[src/rtl/sar_adc_seq_if.sv]
// sar_adc_seq_if: scan control, comparator/DAC/S&H drive and
// result bus between the SAR sequencer and the analog top.
interface sar_adc_seq_if #(
  parameter int NCH = 18
);
  logic           en;
  logic [NCH-1:0] chan_mask;
  logic           comp_o;
  logic [NCH-1:0] cmp_sel;
  logic [9:0]     dac1;
  logic           dac1_en;
  logic           ad_rst;
  logic           ad_hold;
  logic [9:0]     res_data;
  logic [4:0]     res_chan;
  logic           res_vld;
  logic           busy;

  modport master (
    input  en, chan_mask, comp_o,
    output cmp_sel, dac1, dac1_en, ad_rst, ad_hold,
    output res_data, res_chan, res_vld, busy
  );

  modport slave (
    output en, chan_mask, comp_o,
    input  cmp_sel, dac1, dac1_en, ad_rst, ad_hold,
    input  res_data, res_chan, res_vld, busy
  );
endinterface

[src/rtl/sar_adc_seq.sv]
// sar_adc_seq: round-robin SAR ADC scan sequencer.
// Define SAR_ADC_AVG_EN to average 4 conversions per channel.
module sar_adc_seq #(
  parameter int NCH        = 18,
  parameter int SETTLE_CYC = 4,
  parameter int SMP_CYC    = 8,
  parameter int BIT_CYC    = 2
) (
  input  logic           clk,
  input  logic           srst,
  sar_adc_seq_if.master  bus
);

  typedef enum logic [2:0] {
    IDLE, SETTLE, SAMPLE, CONV, DONE
  } state_t;

  state_t         state;
  logic [7:0]     cnt;
  logic [3:0]     bitk;
  logic [9:0]     acc;
  logic [4:0]     ptr;

  logic [NCH-1:0] cmp_sel_q;
  logic [9:0]     dac1_q;
  logic           dac1_en_q;
  logic           ad_rst_q;
  logic           ad_hold_q;
  logic [9:0]     res_data_q;
  logic [4:0]     res_chan_q;
  logic           res_vld_q;
  logic           busy_q;

`ifdef SAR_ADC_AVG_EN
  logic [11:0]    sum;
  logic [1:0]     avg_cnt;
  logic [11:0]    sum_nx;
`endif

  logic           nxt_found;
  logic [4:0]     nxt_ptr;
  logic [9:0]     acc_nx;
  logic           at_sel;
  logic           go_idle;
  logic           win_end;

  // Lowest offset wins, so the current channel is the last candidate.
  always_comb begin
    nxt_found = 1'b0;
    nxt_ptr   = ptr;
    for (int i = NCH; i >= 1; i--) begin
      if (bus.chan_mask[(int'(ptr) + i) % NCH]) begin
        nxt_found = 1'b1;
        nxt_ptr   = 5'((int'(ptr) + i) % NCH);
      end
    end
  end

  always_comb begin
    acc_nx  = bus.comp_o ? dac1_q : acc;
    at_sel  = (state == IDLE) || (state == DONE);
    go_idle = at_sel ? !(bus.en && nxt_found) : !bus.en;
    win_end = (cnt == 8'(BIT_CYC - 1));
`ifdef SAR_ADC_AVG_EN
    sum_nx  = sum + {2'b00, acc_nx};
`endif
  end

  always_ff @(posedge clk) begin
    if (srst) begin
      state      <= IDLE;
      cnt        <= '0;
      bitk       <= '0;
      acc        <= '0;
      ptr        <= 5'(NCH - 1);
      cmp_sel_q  <= '0;
      dac1_q     <= '0;
      dac1_en_q  <= 1'b0;
      ad_rst_q   <= 1'b1;
      ad_hold_q  <= 1'b0;
      res_data_q <= '0;
      res_chan_q <= '0;
      res_vld_q  <= 1'b0;
      busy_q     <= 1'b0;
`ifdef SAR_ADC_AVG_EN
      sum        <= '0;
      avg_cnt    <= '0;
`endif
    end else begin
      res_vld_q <= 1'b0;
      cnt       <= cnt + 8'd1;
      if (go_idle) begin
        state     <= IDLE;
        cmp_sel_q <= '0;
        dac1_q    <= '0;
        dac1_en_q <= 1'b0;
        ad_rst_q  <= 1'b1;
        ad_hold_q <= 1'b0;
        busy_q    <= 1'b0;
      end else begin
        unique case (state)
          IDLE, DONE: begin
            state     <= SETTLE;
            ptr       <= nxt_ptr;
            cmp_sel_q <= NCH'(1) << nxt_ptr;
            dac1_q    <= '0;
            dac1_en_q <= 1'b1;
            ad_rst_q  <= 1'b1;
            ad_hold_q <= 1'b0;
            busy_q    <= 1'b1;
            cnt       <= '0;
`ifdef SAR_ADC_AVG_EN
            sum       <= '0;
            avg_cnt   <= '0;
`endif
          end
          SETTLE: begin
            if (cnt == 8'(SETTLE_CYC - 1)) begin
              state    <= SAMPLE;
              ad_rst_q <= 1'b0;
              cnt      <= '0;
            end
          end
          SAMPLE: begin
            if (cnt == 8'(SMP_CYC - 1)) begin
              state     <= CONV;
              ad_hold_q <= 1'b1;
              acc       <= '0;
              dac1_q    <= 10'h200;
              bitk      <= 4'd9;
              cnt       <= '0;
            end
          end
          CONV: begin
            if (win_end) begin
              cnt <= '0;
              acc <= acc_nx;
              if (bitk != 4'd0) begin
                bitk   <= bitk - 4'd1;
                dac1_q <= acc_nx | (10'd1 << (bitk - 4'd1));
              end else begin
`ifdef SAR_ADC_AVG_EN
                if (avg_cnt == 2'd3) begin
                  state      <= DONE;
                  ad_hold_q  <= 1'b0;
                  ad_rst_q   <= 1'b1;
                  res_data_q <= sum_nx[11:2];
                  res_chan_q <= ptr;
                  res_vld_q  <= 1'b1;
                end else begin
                  state     <= SAMPLE;
                  sum       <= sum_nx;
                  avg_cnt   <= avg_cnt + 2'd1;
                  ad_hold_q <= 1'b0;
                  ad_rst_q  <= 1'b0;
                end
`else
                state      <= DONE;
                ad_hold_q  <= 1'b0;
                ad_rst_q   <= 1'b1;
                res_data_q <= acc_nx;
                res_chan_q <= ptr;
                res_vld_q  <= 1'b1;
`endif
              end
            end
          end
          default: state <= IDLE;
        endcase
      end
    end
  end

  assign bus.cmp_sel  = cmp_sel_q;
  assign bus.dac1     = dac1_q;
  assign bus.dac1_en  = dac1_en_q;
  assign bus.ad_rst   = ad_rst_q;
  assign bus.ad_hold  = ad_hold_q;
  assign bus.res_data = res_data_q;
  assign bus.res_chan = res_chan_q;
  assign bus.res_vld  = res_vld_q;
  assign bus.busy     = busy_q;

endmodule

[src/flat_wrapper.sv]
// flat-port wrapper written by rule: the top's interface ports become plain ports
module sar_adc_seq_flat 
#(
  parameter int NCH        = 18,
  parameter int SETTLE_CYC = 4,
  parameter int SMP_CYC    = 8,
  parameter int BIT_CYC    = 2
)
  (clk, srst, bus_en, bus_chan_mask, bus_comp_o, bus_cmp_sel, bus_dac1, bus_dac1_en, bus_ad_rst, bus_ad_hold, bus_res_data, bus_res_chan, bus_res_vld, bus_busy);
  sar_adc_seq_if #(.NCH(NCH)) bus_i ();
  input  logic clk;
  input  logic srst;
  input wire logic [$bits(bus_i.en)-1:0] bus_en;
  input wire logic [$bits(bus_i.chan_mask)-1:0] bus_chan_mask;
  input wire logic [$bits(bus_i.comp_o)-1:0] bus_comp_o;
  output wire logic [$bits(bus_i.cmp_sel)-1:0] bus_cmp_sel;
  output wire logic [$bits(bus_i.dac1)-1:0] bus_dac1;
  output wire logic [$bits(bus_i.dac1_en)-1:0] bus_dac1_en;
  output wire logic [$bits(bus_i.ad_rst)-1:0] bus_ad_rst;
  output wire logic [$bits(bus_i.ad_hold)-1:0] bus_ad_hold;
  output wire logic [$bits(bus_i.res_data)-1:0] bus_res_data;
  output wire logic [$bits(bus_i.res_chan)-1:0] bus_res_chan;
  output wire logic [$bits(bus_i.res_vld)-1:0] bus_res_vld;
  output wire logic [$bits(bus_i.busy)-1:0] bus_busy;
  assign bus_i.en = bus_en;
  assign bus_i.chan_mask = bus_chan_mask;
  assign bus_i.comp_o = bus_comp_o;
  assign bus_cmp_sel = bus_i.cmp_sel;
  assign bus_dac1 = bus_i.dac1;
  assign bus_dac1_en = bus_i.dac1_en;
  assign bus_ad_rst = bus_i.ad_rst;
  assign bus_ad_hold = bus_i.ad_hold;
  assign bus_res_data = bus_i.res_data;
  assign bus_res_chan = bus_i.res_chan;
  assign bus_res_vld = bus_i.res_vld;
  assign bus_busy = bus_i.busy;
  sar_adc_seq #(.NCH(NCH), .SETTLE_CYC(SETTLE_CYC), .SMP_CYC(SMP_CYC), .BIT_CYC(BIT_CYC)) u_core (.clk(clk), .srst(srst), .bus(bus_i));
endmodule
[config.mk]
export PLATFORM = sky130hd
export DESIGN_NAME = sar_adc_seq_flat
export DESIGN_NICKNAME = d
export VERILOG_FILES = /design/src/rtl/sar_adc_seq_if.sv /design/src/rtl/sar_adc_seq.sv /design/src/flat_wrapper.sv
export SDC_FILE = /design/constraint.sdc
export NUM_CORES = 1
export LEC_CHECK = 0
export ABC_AREA = 1
export CORE_MARGIN = 4
export CORE_UTILIZATION = 30
export DETAILED_ROUTE_END_ITERATION = 10
export PLACE_DENSITY = 0.55
export SYNTH_ARGS = -nofsm -noshare
export SYNTH_HDL_FRONTEND = slang
export SYNTH_SLANG_ARGS = --single-unit
[constraint.sdc]
create_clock -name clk -period 8.7 [get_ports clk]
set_clock_uncertainty 0.15 [all_clocks]
set_input_delay 1.74 -clock clk [delete_from_list [all_inputs] [get_ports clk]]
set_output_delay 1.74 -clock clk [all_outputs]
set_load 0.01 [all_outputs]
# Word level (Yosys, flattened, before mapping)
# Index checks and enable logic that the tools add are counted.
# Widths: inputs -> output; s select.
# word_totals
reg_bits	77
word_cells	230
input_bits	22
# classes
magnitude_cmp	18
n_bitwise	5
add_sub_neg	20
n_div	18
n_mux	122
n_eq_ne	12
reduce_logical	20
n_shift	2
# ops
cell	count
$lt 32x7->1 const B	18
$mod 32x6->32 const B	18
$bmux 1 s5	18
$mux 5	18
$mux 1	62
$mux 10	6
$add 5x4->6 const B	8
$mux 8	4
$pmux 8 s4	1
$pmux 10 s3	1
$add 5x3->6 const B	4
$reduce_and 4->1	6
$pmux 10 s2	1
$add 5x5->6 const B	3
$shl 1x5->18 const A	1
$add 5x2->6 const B	2
$mux 3	4
$mux 4	3
$pmux 3 s4	1
$or 10x10->10	1
$shl 1x4->10 const A	1
$add 8x1->8 const B	1
$eq 8x1->1 const B	1
$eq 8x2->1 const B	1
22 further kinds	33

# Depth between registers and ports, before layout
# Gate-level depths: netlist of run 1.
# depth
ltp_word	28
mapped_depth	58
mapped_depth_nobuf	54

# Worst setup path before layout of run 1
# No wires, ideal clock.
# synth_path
path_type	flip-flop to flip-flop
from	register u_core.ptr[1]
to	register u_core.cmp_sel_q[10] (netlist: u_core.bus.cmp_sel[10])
setup_time_ns	0.122
arrival_time_ns	5.417
path_slack_ns	3.011
path_stages_with_launch	49
t_required_ns	8.428
path_cell_list	dfxtp_1 > buf_4 > inv_1 > clkbuf_1 > clkbuf_1 > ha_1 > o21ai_0 > xor2_1 > nand2_1 > nor2_2 > inv_1 > ha_1 > o31ai_1 > nand2_4 > o21ai_2 > nand4_1 > nor2_1 > nor2_1 > [13 not listed] > nand2_1 > nand2_1 > nand2_1 > nand2_1 > nand2_1 > nand2_1 > nand2_1 > nand2_1 > nand2_1 > nand2_1 > nand2_1 > nand2_1 > nand2_1 > nand2_2 > nand2_4 > buf_8 > nand3_2 > a21oi_2
# synth_via
elab_chain_cells	27
elab_cells_between_ends	131
classes_between	add/sub (18); div (18); shift (1); mux (91); reduce/logical (3)
# synth_lines
element	line	source
start: declaration	sar_adc_seq.sv:22	logic [4:0] ptr;
start signal: assignment	sar_adc_seq.sv:75	ptr <= 5'(NCH - 1);
start signal: assignment	sar_adc_seq.sv:104	ptr <= nxt_ptr;
$add 5x5->6	sar_adc_seq.sv:52, sar_adc_seq.sv:54	
$mod 32x6->32	sar_adc_seq.sv:52, sar_adc_seq.sv:54	
$bmux 1 s5	sar_adc_seq.sv:52	if (bus.chan_mask[(int'(ptr) + i) % NCH]) begin
$mux 1 (implied by the code) (2 in series)	sar_adc_seq.sv:52	
$mux 1 (18 in series)	sar_adc_seq.sv:52	
$logic_and 1x1->1	sar_adc_seq.sv:62	go_idle = at_sel ? !(bus.en && nxt_found) : !bus.en;
$logic_not 1->1	sar_adc_seq.sv:62	
$mux 1	sar_adc_seq.sv:62	
$reduce_or 2->1 (no source line)	-	
end signal: assignment	sar_adc_seq.sv:105	cmp_sel_q <= NCH'(1) << nxt_ptr;
end: declaration	sar_adc_seq.sv:24	logic [NCH-1:0] cmp_sel_q;
# Several ways; a longest one is shown, not always the timed one. The select of a mux whose other input is x is not followed.
# A chain may end at the register's enable or synchronous reset.

# Worst setup path after layout of run 1
# layout_path
from	register u_core.ptr[2]
to	register u_core.state[1]
# layout_via
elab_chain_cells	27
elab_cells_between_ends	112
classes_between	add/sub (18); div (18); mux (73); reduce/logical (3)
# layout_lines
element	line	source
$add 5x5->6	sar_adc_seq.sv:52	
$mod 32x6->32	sar_adc_seq.sv:52	
$bmux 1 s5	sar_adc_seq.sv:52	
$mux 1 (implied by the code) (2 in series)	sar_adc_seq.sv:52	
$mux 1 (17 in series)	sar_adc_seq.sv:52	
$mux 1 *	sar_adc_seq.sv:52	
$logic_and 1x1->1 *	sar_adc_seq.sv:62	
$logic_not 1->1 *	sar_adc_seq.sv:62	
$mux 1 *	sar_adc_seq.sv:62	
$reduce_or 2->1 (no source line) *	-	
end signal: assignment	sar_adc_seq.sv:71	state <= IDLE;
end signal: assignment	sar_adc_seq.sv:93	state <= IDLE;
end signal: assignment	sar_adc_seq.sv:103	state <= SETTLE;
end: declaration	sar_adc_seq.sv:18	state_t state;
# Every way passes the cells marked *; elsewhere a longest branch is shown, timed or not. The select of a mux whose other input is x is not followed.

==> flow_summary.yaml, run 1 <==
outcome:
  status: "complete, no violations"
timing:
  slew_violations: 0
  hold_ws_ps: 301
  rsz0062_at_grt: "false"
  hold_viol_final: 0
  tightest_slew_ps: 1290
  relSlewSlack_pct: 14.0
  final.period_utilization_pct: 85.5
  fin_tns_setup_ps: 0
  clock.fmax_mhz: 134
  min_period_ps: 7440
  setup_viol: 0
clock_network:
  cts_buffer_depth: 2
  path_clk_slew_ps: 60
  cts_resized: 0
  cts_buffers: 9
  clock_latency_ps: 340
  tritoncts: "yes"
  hold_buffers: 0
  cts_max_level: 3
  cts_setup_buffers: 0
  cts_sinks: 77
  clockRootBuffer: "clkbuf_16"
die:
  die_x_um: 197
  initial_core_util_pct: 30.3
  std_cell_rows: 69
  die_y_um: 197
  ios: 70
  dieArea_um2: 39000
  coreArea_um2: 35500
worst_setup_path:
  crit_slowest_cell: "dfxtp_1"
  crit_top_cell: "nand2_1"
  path_buf_inv: 6
  worst-path-max-fanout: 33
  crit_end: "u_core.state[1]$_SDFFE_PP0P_"
  max_stage_delay_ps: 970
  crit_type: "reg2reg"
  critPathLaunchType: "flip-flop"
  endpoint_kind: "flip-flop"
  r2r_start: "u_core.ptr[2]$_SDFFE_PP0P_"
  crit_required_ps: 8710
  path_depth: 25
  cp_data_arrival_time_ps: 7450
  r2r_setup_slack_ps: 1260
  path_delay_family: "buffers and inverters"
  r2r_end: "u_core.state[1]$_SDFFE_PP0P_"
  worstSetupStartpoint: "u_core.ptr[2]$_SDFFE_PP0P_"
  reg2reg_depth: 25
grt:
  grt.total_usage_pct: 18.1
  grt_pass1_vias: 11070
  grt_pass1_wl_um: 57700
  overflow: 0
  grt_antenna_before_repair: 0
  grt_max_degree: 34
layout:
  utilization_pct: 34.3
  final_cell_mix: "nand2_1, inv_1, nand3_1, nor2_1, a21oi_1"
  final_common_cell: "nand2_1"
  drive_above_1_share_pct: 12.6
  final_nets: 1923
  syn_to_final_growth_pct: 13.2
  final_cells: 2299
  antenna_cells: 0
  fillers: 3898
synth:
  ys_ff_latch: 77
  synth_seq_area_share_pct: 14.3
  postSynthAreaPerCell_um2: 6.03
  synth_edf_count: 0
  ys_types: 66
  synthArstFlopShare_pct: 0
  synth_area_um2: 10800
  netlist_instances: 1784
  yosys_most_used_dff: "dfxtp_1"
  synth_nets: 1874
  ys.warnings.count: 0
detailed_routing:
  drtPass1Iterations: 5
  wirelength_um: 36500
  drc_errors: 0
  via_count: 11753
  drt_iter0_markers: 929
  wire_per_inst_um: 15.9
  antenna_left: 0
  viasPerCell: 5.11
worst_hold_path:
  hold_path_depth: 2
  hp-class: "reg2reg"
  hold_start: "u_core.bus.res_data[3]$_SDFFE_PP0P_"
placed_design:
  finalWeightedCongestion: 0.921
  dp_hpwl_um: 29000
  dp.cells: 2283
  io_buffers: 69
run:
  max-cap-violations: 0
cell usage after synthesis (8+ instances only):
cell type / instances / area (µm²)
nor3_1: 24 / 120
nand2_1: 442 / 1660
nor2_2: 16 / 100
inv_1: 211 / 792
nand4_1: 31 / 194
inv_2: 43 / 161
buf_2: 8 / 40.0
xor2_1: 41 / 359
a21oi_1: 127 / 636
buf_4: 8 / 60.1
or2_2: 19 / 119
mux2i_1: 8 / 80.1
o211ai_1: 32 / 240
xor2_2: 8 / 130
nand3_2: 20 / 200
o21ai_0: 102 / 510
xnor2_1: 11 / 96.3
o21ai_2: 14 / 123
a21oi_2: 12 / 105
nand2_2: 41 / 257
clkbuf_1: 21 / 78.8
nand3_1: 133 / 666
ha_1: 68 / 851
nor2_1: 131 / 492
dfxtp_1: 77 / 1540
o21ai_1: 39 / 195
worst register-to-register path, cell delays in order (launching register included):
cell and delay (ps):
dfxtp_1 970, inv_2 380, ha_1 710, clkinv_1 380, nand2_1 200, nand2_1 60
nand2_1 120, a21oi_1 120, o21bai_1 170, nand2_1 150, inv_1 70, or2_1 200
o21ai_0 180, inv_2 110, o21ai_0 90, a21oi_1 60, o311ai_1 610, nand2_1 310
inv_1 250, nand4_1 130, nor4_1 230, nand4_1 270, nand2_2 210, nor2_1 70
inv_1 960, nor3_1 90
stage by stage:
stage,area (µm²),worst slack [ps]
after global placement,11900,1420
after floorplan,10800,3010
after detailed placement,11900,1440
after global routing,12200,816
after CTS,12200,1430
final,12200,1260
layout make-up:
type                       instances  area, µm²  area share (%)
clock inverter                     6       53.8           0.442
multi-input combinational       1407       8030            65.9
clock buffer                      10        239            1.96
timing repair buffer              80        773            6.35
tap                              461        577            4.73
inverter                         258        971            7.97
sequential                        77       1540            12.7
worst min-delay path by stage:
stage	endpoint	slack (ps)
finish	u_core.bus.res_data[3]$_SDFFE_PP0P_	300
detailed placement	u_core.bus.res_data[4]$_SDFFE_PP0P_	290
global placement	u_core.bus.res_data[3]$_SDFFE_PP0P_	290
global route	u_core.bus.res_data[3]$_SDFFE_PP0P_	330
floorplan	u_core.acc[9]$_SDFFE_PP0P_	280
CTS	u_core.bus.res_data[3]$_SDFFE_PP0P_	300
layer usage:
layer | wire length (µm) | global-route usage (%)
met4 | 886 | 5.39
met2 | 16800 | 30.9
met1 | 16600 | 23.6
met5 | 0 | 0
met3 | 2200 | 2.63
sequential cells by signal, indices dropped and copies added, names as in the netlist:
register and flops:
u_core.bus.cmp_sel 18, u_core.bus.dac1 10, u_core.bitk 4, u_core.acc 10, u_core.cnt 8, u_core.bus.res_vld 1, u_core.state 3, u_core.bus.ad_rst 1
u_core.ptr 5, u_core.bus.res_data 10, u_core.bus.ad_hold 1, u_core.bus.dac1_en 1, u_core.bus.res_chan 5
kinds of logic after synthesis:
kind of cell,Yosys count,share of synthesized area [%]
AND/OR/NAND/NOR,883,37.4
AO/OA/AOI/OAI,382,21.8
buffers and inverters,300,11.1
flip-flops,77,14.3
adder cells (fa/ha/maj),68,7.91
XOR/XNOR,65,6.61
multiplexers,9,0.849
Power of run 1 is left out: the tool's default activity adds up to more than one toggle a clock period on the data nets, which glitch-free logic cannot reach.
==> inputs of run 2 (changes only) <==
==> constraint.sdc (replaced) <==
create_clock -name clk -period 8.7 [get_ports clk]
set_clock_uncertainty 0.15 [all_clocks]
set_input_delay 1.305 -clock clk [delete_from_list [all_inputs] [get_ports clk]]
set_output_delay 1.305 -clock clk [all_outputs]
set_load 0.01 [all_outputs]
==> run 2 against run 1 <==
Net effect:
- die area did not move
- register-to-register slack improved by 80 ps
- setup slack improved by 81 ps
- design area grew 0.26%
- core utilization grew 0.088 points
- first-iteration DRC count fell by 4.6%
- critical path depth unchanged
- sequential share of layout area hardly changed
- sequential cell count is the same
- global-route usage rose by 0.25 points
- cell count unchanged
- routed wire length up 0.55%
==> flow_summary.yaml, run 2 (synthesis results as in run 1) <==
run:
  max-cap-violations: 0
layout:
  drive_above_1_share_pct: 12.5
  syn_to_final_growth_pct: 13.5
  final_nets: 1923
  antenna_cells: 0
  utilization_pct: 34.4
  final_common_cell: "nand2_1"
  largest_register_ffs: 18
  final_cell_mix: "nand2_1, inv_1, nand3_1, nor2_1, a21oi_1"
timing:
  final.period_utilization_pct: 84.6
  tightest_slew_ps: 1220
  fin_tns_setup_ps: 0
  setup_viol: 0
  min_period_ps: 7360
  relSlewSlack_pct: 18.3
  hold_viol_final: 0
  rsz0062_at_grt: "false"
  clock.fmax_mhz: 136
  slew_violations: 0
grt:
  overflow: 0
  grtUsageMet3_pct: 3.14
  grt_pass1_vias: 11443
  grt_pass1_wl_um: 58800
  met1_usage_pct: 23.6
  grt_use_met2_pct: 30.9
  grt.total_usage_pct: 18.3
  top_usage_layer: "met2"
  grt_antenna_before_repair: 0
  grt_max_degree: 34
detailed_routing:
  via_count: 11771
  drc_errors: 0
  viasPerCell: 5.12
  wirelength_um: 36700
  antenna_left: 0
  wire_per_inst_um: 16.0
  drtPass1Iterations: 8
  drt_iter0_markers: 886
worst_hold_path:
  hold_path_depth: 2
  hp-class: "reg2reg"
  whs_endpoint: "u_core.bus.res_data[4]$_SDFFE_PP0P_"
  hold_start: "u_core.bus.res_data[4]$_SDFFE_PP0P_"
placed_design:
  finalWeightedCongestion: 0.971
  io_buffers: 69
  dp_hpwl_um: 29300
die:
  std_cell_rows: 69
  initial_core_util_pct: 30.3
  die_x_um: 197
  die_y_um: 197
  coreArea_um2: 35500
  ios: 70
  dieArea_um2: 39000
clock_network:
  cts_resized: 0
  cts_buffers: 9
  cts_buffer_depth: 2
  cts_max_level: 3
  tritoncts: "yes"
  hold_buffers: 0
  clock_latency_ps: 340
  clockRootBuffer: "clkbuf_16"
  cts_setup_buffers: 0
  cts_sinks: 77
  path_clk_slew_ps: 70
worst_setup_path:
  reg2reg_depth: 25
  crit_type: "reg2reg"
  crit_top_cell: "nand2_1"
  crit_required_ps: 8710
  endpoint_kind: "flip-flop"
  path_delay_family: "buffers and inverters"
  max_stage_delay_ps: 980
  crit_slowest_cell: "dfxtp_1"
  critPathLaunchType: "flip-flop"
  cp_data_arrival_time_ps: 7370
  worst-path-max-fanout: 33
  r2r_end: "u_core.bus.cmp_sel[1]$_SDFFE_PP0P_"
  r2r_start: "u_core.ptr[2]$_SDFFE_PP0P_"
  path_buf_inv: 6
  r2r_setup_slack_ps: 1340
outcome:
  status: "complete, no violations"
run 2: changes by cell type in the layout (fill, tap and decap cells not counted):
cell        before  now
bufinv_16        0    2
inv_8            1    0
clkbuf_1         0    1
clkbuf_8         1    0
clkinvlp_4       1    0
run 2: worst min-delay path: cells and delay by family (launching register included):
kind	cells	cell delay [ps]
buffers and inverters	1	50
AO/OA/AOI/OAI	1	50
flip-flops	1	310
run 2: through the flow:
stage | area (µm²) | worst slack (ps) | std cells | hold slack [ps]
4_1_cts | 12200 | 1410 | 2299 | 303
3_5_place_dp | 11900 | 1430 | 2283 | 292
3_3_place_gp | 11900 | 1480 | 2283 | 293
6_report | 12200 | 1340 | 2299 | 301
5_1_grt | 12200 | 901 | 2299 | 337
2_1_floorplan | 10800 | 3010 | 1784 | 280
run 2: final cells by class:
| class | instances | area [µm²] |
|---|---|---|
| clock buffers | 10 | 229 |
| clock inverters | 6 | 95.1 |
| fillers | 3901 | 23300 |
| inverters | 258 | 971 |
| multi-input cells | 1407 | 8030 |
| flip-flops and latches | 77 | 1540 |
| well taps | 461 | 577 |
| repair buffers | 80 | 773 |
run 2: routing by layer:
metal / vias up / wire length, µm / share of wire (%)
met2: 373 / 16700 / 46
li1: 5984 / - / -
met1: 5347 / 16600 / 45
met3: 67 / 2190 / 6.0
met5: - / 0 / 0
met4: 0 / 1180 / 3.2
run 2: worst max-delay path by stage:
stage | to | slack [ps] | startpoint | cells past startpoint
CTS | u_core.bus.cmp_sel[1]$_SDFFE_PP0P_ | 1410 | u_core.ptr[2]$_SDFFE_PP0P_ | 25
finish | u_core.bus.cmp_sel[1]$_SDFFE_PP0P_ | 1340 | u_core.ptr[2]$_SDFFE_PP0P_ | 25
global route | u_core.bus.cmp_sel[16]$_SDFFE_PP0P_ | 900 | u_core.ptr[2]$_SDFFE_PP0P_ | 25
global placement | u_core.state[1]$_SDFFE_PP0P_ | 1480 | u_core.ptr[2]$_SDFFE_PP0P_ | 25
floorplan | u_core.bus.cmp_sel[10]$_SDFFE_PP0P_ | 3010 | u_core.ptr[1]$_SDFFE_PP0P_ | 48
detailed placement | u_core.bus.cmp_sel[1]$_SDFFE_PP0P_ | 1430 | u_core.ptr[2]$_SDFFE_PP0P_ | 25
Power of run 2 is left out for the same reason.
==> inputs of run 3 (changes only) <==
Settings changed: PLACE_DENSITY 0.55 to 0.57.
Clock period 8.7 ns to 6.4 ns, I/O delays scaled along.
==> run 3 against run 2 <==
Net effect:
- first-iteration DRC count rose by 1.4%
- core utilization increased by 0.55 points
- cell count increased by 0.91%
- critical path depth grew 13
- fmax rose by 28%
- routed wire length rose by 2.2%
- largest cell class unchanged
- highest routed layer unchanged
==> flow_summary.yaml, run 3 (synthesis results as in run 1) <==
outcome:
  status: "complete, no violations"
clock_network:
  tritoncts: "yes"
  cts_buffer_depth: 2
  clockRootBuffer: "clkbuf_16"
  path_clk_slew_ps: 60
  cts_max_level: 3
  clock_latency_ps: 330
  cts_sinks: 77
  cts_buffers: 9
worst_hold_path:
  hold_path_depth: 2
  hp-class: "reg2reg"
  hold_start: "u_core.bus.res_data[4]$_SDFFE_PP0P_"
  whs_endpoint: "u_core.bus.res_data[4]$_SDFFE_PP0P_"
timing:
  fin_tns_setup_ps: 0
  final.period_utilization_pct: 89.8
  hold_viol_final: 0
  min_period_ps: 5750
  slew_violations: 0
  rsz0062_at_grt: "false"
  tightest_slew_ps: 983
  relSlewSlack_pct: 34.4
  clock.fmax_mhz: 174
  setup_viol: 0
placed_design:
  dp_hpwl_um: 29900
  finalWeightedCongestion: 0.971
  io_buffers: 69
die:
  die_x_um: 197
  initial_core_util_pct: 30.3
  std_cell_rows: 69
  coreArea_um2: 35500
  dieArea_um2: 39000
  ios: 70
  die_y_um: 197
worst_setup_path:
  path_buf_inv: 4
  critPathLaunchType: "flip-flop"
  endpoint_kind: "flip-flop"
  path_delay_family: "simple AND/OR/NAND/NOR gates"
  crit_required_ps: 6510
  r2r_setup_slack_ps: 650
  reg2reg_depth: 38
  cp_data_arrival_time_ps: 5860
  worst-path-max-fanout: 30
  crit_slowest_cell: "buf_4"
  crit_top_cell: "nand2_1"
  max_stage_delay_ps: 390
  crit_type: "reg2reg"
  path_depth: 38
  r2r_end: "u_core.bus.cmp_sel[6]$_SDFFE_PP0P_"
  r2r_start: "u_core.ptr[1]$_SDFFE_PP0P_"
layout:
  final_nets: 1945
  largest_register_ffs: 18
  utilization_pct: 35.0
  final_cell_mix: "nand2_1, inv_1, nand3_1, nor2_1, a21oi_1"
  antenna_cells: 0
  final_common_cell: "nand2_1"
  drive_above_1_share_pct: 13.8
  syn_to_final_growth_pct: 15.3
detailed_routing:
  wire_per_inst_um: 16.2
  via_count: 11871
  viasPerCell: 5.12
  antenna_left: 0
  drtPass1Iterations: 5
  wirelength_um: 37500
  drt_iter0_markers: 898
  drc_errors: 0
grt:
  overflow: 0
  grt_pass1_vias: 10998
  grt_pass1_wl_um: 58800
  grt.total_usage_pct: 18.4
  grt_max_degree: 33
  grt_antenna_before_repair: 0
run:
  max-cap-violations: 0
run 3: changes by cell type in the layout (fill, tap and decap cells not counted), sizes merged:
| cell | previous run | this run |
|---|---|---|
| clkinvlp | 0 | 1 |
| buf | 11 | 33 |
| inv | 257 | 255 |
run 3: final cells by class:
cell class	count	area [µm²]
inverter	258	971
timing repair buffer	102	938
clock buffer	10	239
sequential	77	1540
multi-input combinational	1407	8060
clock inverter	5	85.1
tap	461	577
fill	3850	23100
run 3: repair_timing:
item,CTS,global route
gates resized for setup,0,6
hold buffers,0,0
setup buffers,0,1
endpoints found under the setup margin,0,17
run 3: worst max-delay path by stage:
stage                          startpoint  slack, ps                                   to
2_1_floorplan  u_core.ptr[1]$_SDFFE_PP0P_        710  u_core.bus.cmp_sel[10]$_SDFFE_PP0P_
3_3_place_gp   u_core.ptr[1]$_SDFFE_PP0P_        480   u_core.bus.cmp_sel[0]$_SDFFE_PP0P_
3_5_place_dp   u_core.ptr[1]$_SDFFE_PP0P_        470   u_core.bus.cmp_sel[1]$_SDFFE_PP0P_
4_1_cts        u_core.ptr[1]$_SDFFE_PP0P_        460   u_core.bus.cmp_sel[1]$_SDFFE_PP0P_
5_1_grt        u_core.ptr[2]$_SDFFE_PP0P_         60   u_core.bus.cmp_sel[3]$_SDFFE_PP0P_
6_report       u_core.ptr[1]$_SDFFE_PP0P_        650   u_core.bus.cmp_sel[6]$_SDFFE_PP0P_
run 3: metal layers:
layer  track usage [%]  vias to the layer above  routed length (µm)
met5                 0                        -                   0
met4              4.21                        0                 677
met3              1.93                       50                1860
met1              24.6                     5492               17300
met2              32.0                      313               17700
li1                  -                     6016                   -
run 3: stage by stage:
step | setup WS [ps] | std cells | area, µm² | hold slack, ps
after floorplan | 711 | 1784 | 10800 | 280
after global placement | 477 | 2304 | 12000 | 293
after detailed placement | 470 | 2304 | 12000 | 291
after CTS | 458 | 2319 | 12400 | 303
after global routing | 55.1 | 2320 | 12400 | 339
final | 655 | 2320 | 12400 | 296
run 3: worst register-to-register path: cells and delay by family, from the launching register on:
family / cells / cell delay (ps)
adders and majority gates: 2 / 600
DFF: 1 / 320
xor gates and xnor gates: 1 / 290
AOI/OAI and AO/OA: 7 / 1190
buffers and inverters: 4 / 750
and+or+nand+nor: 24 / 2400
Power of run 3 is left out for the same reason.
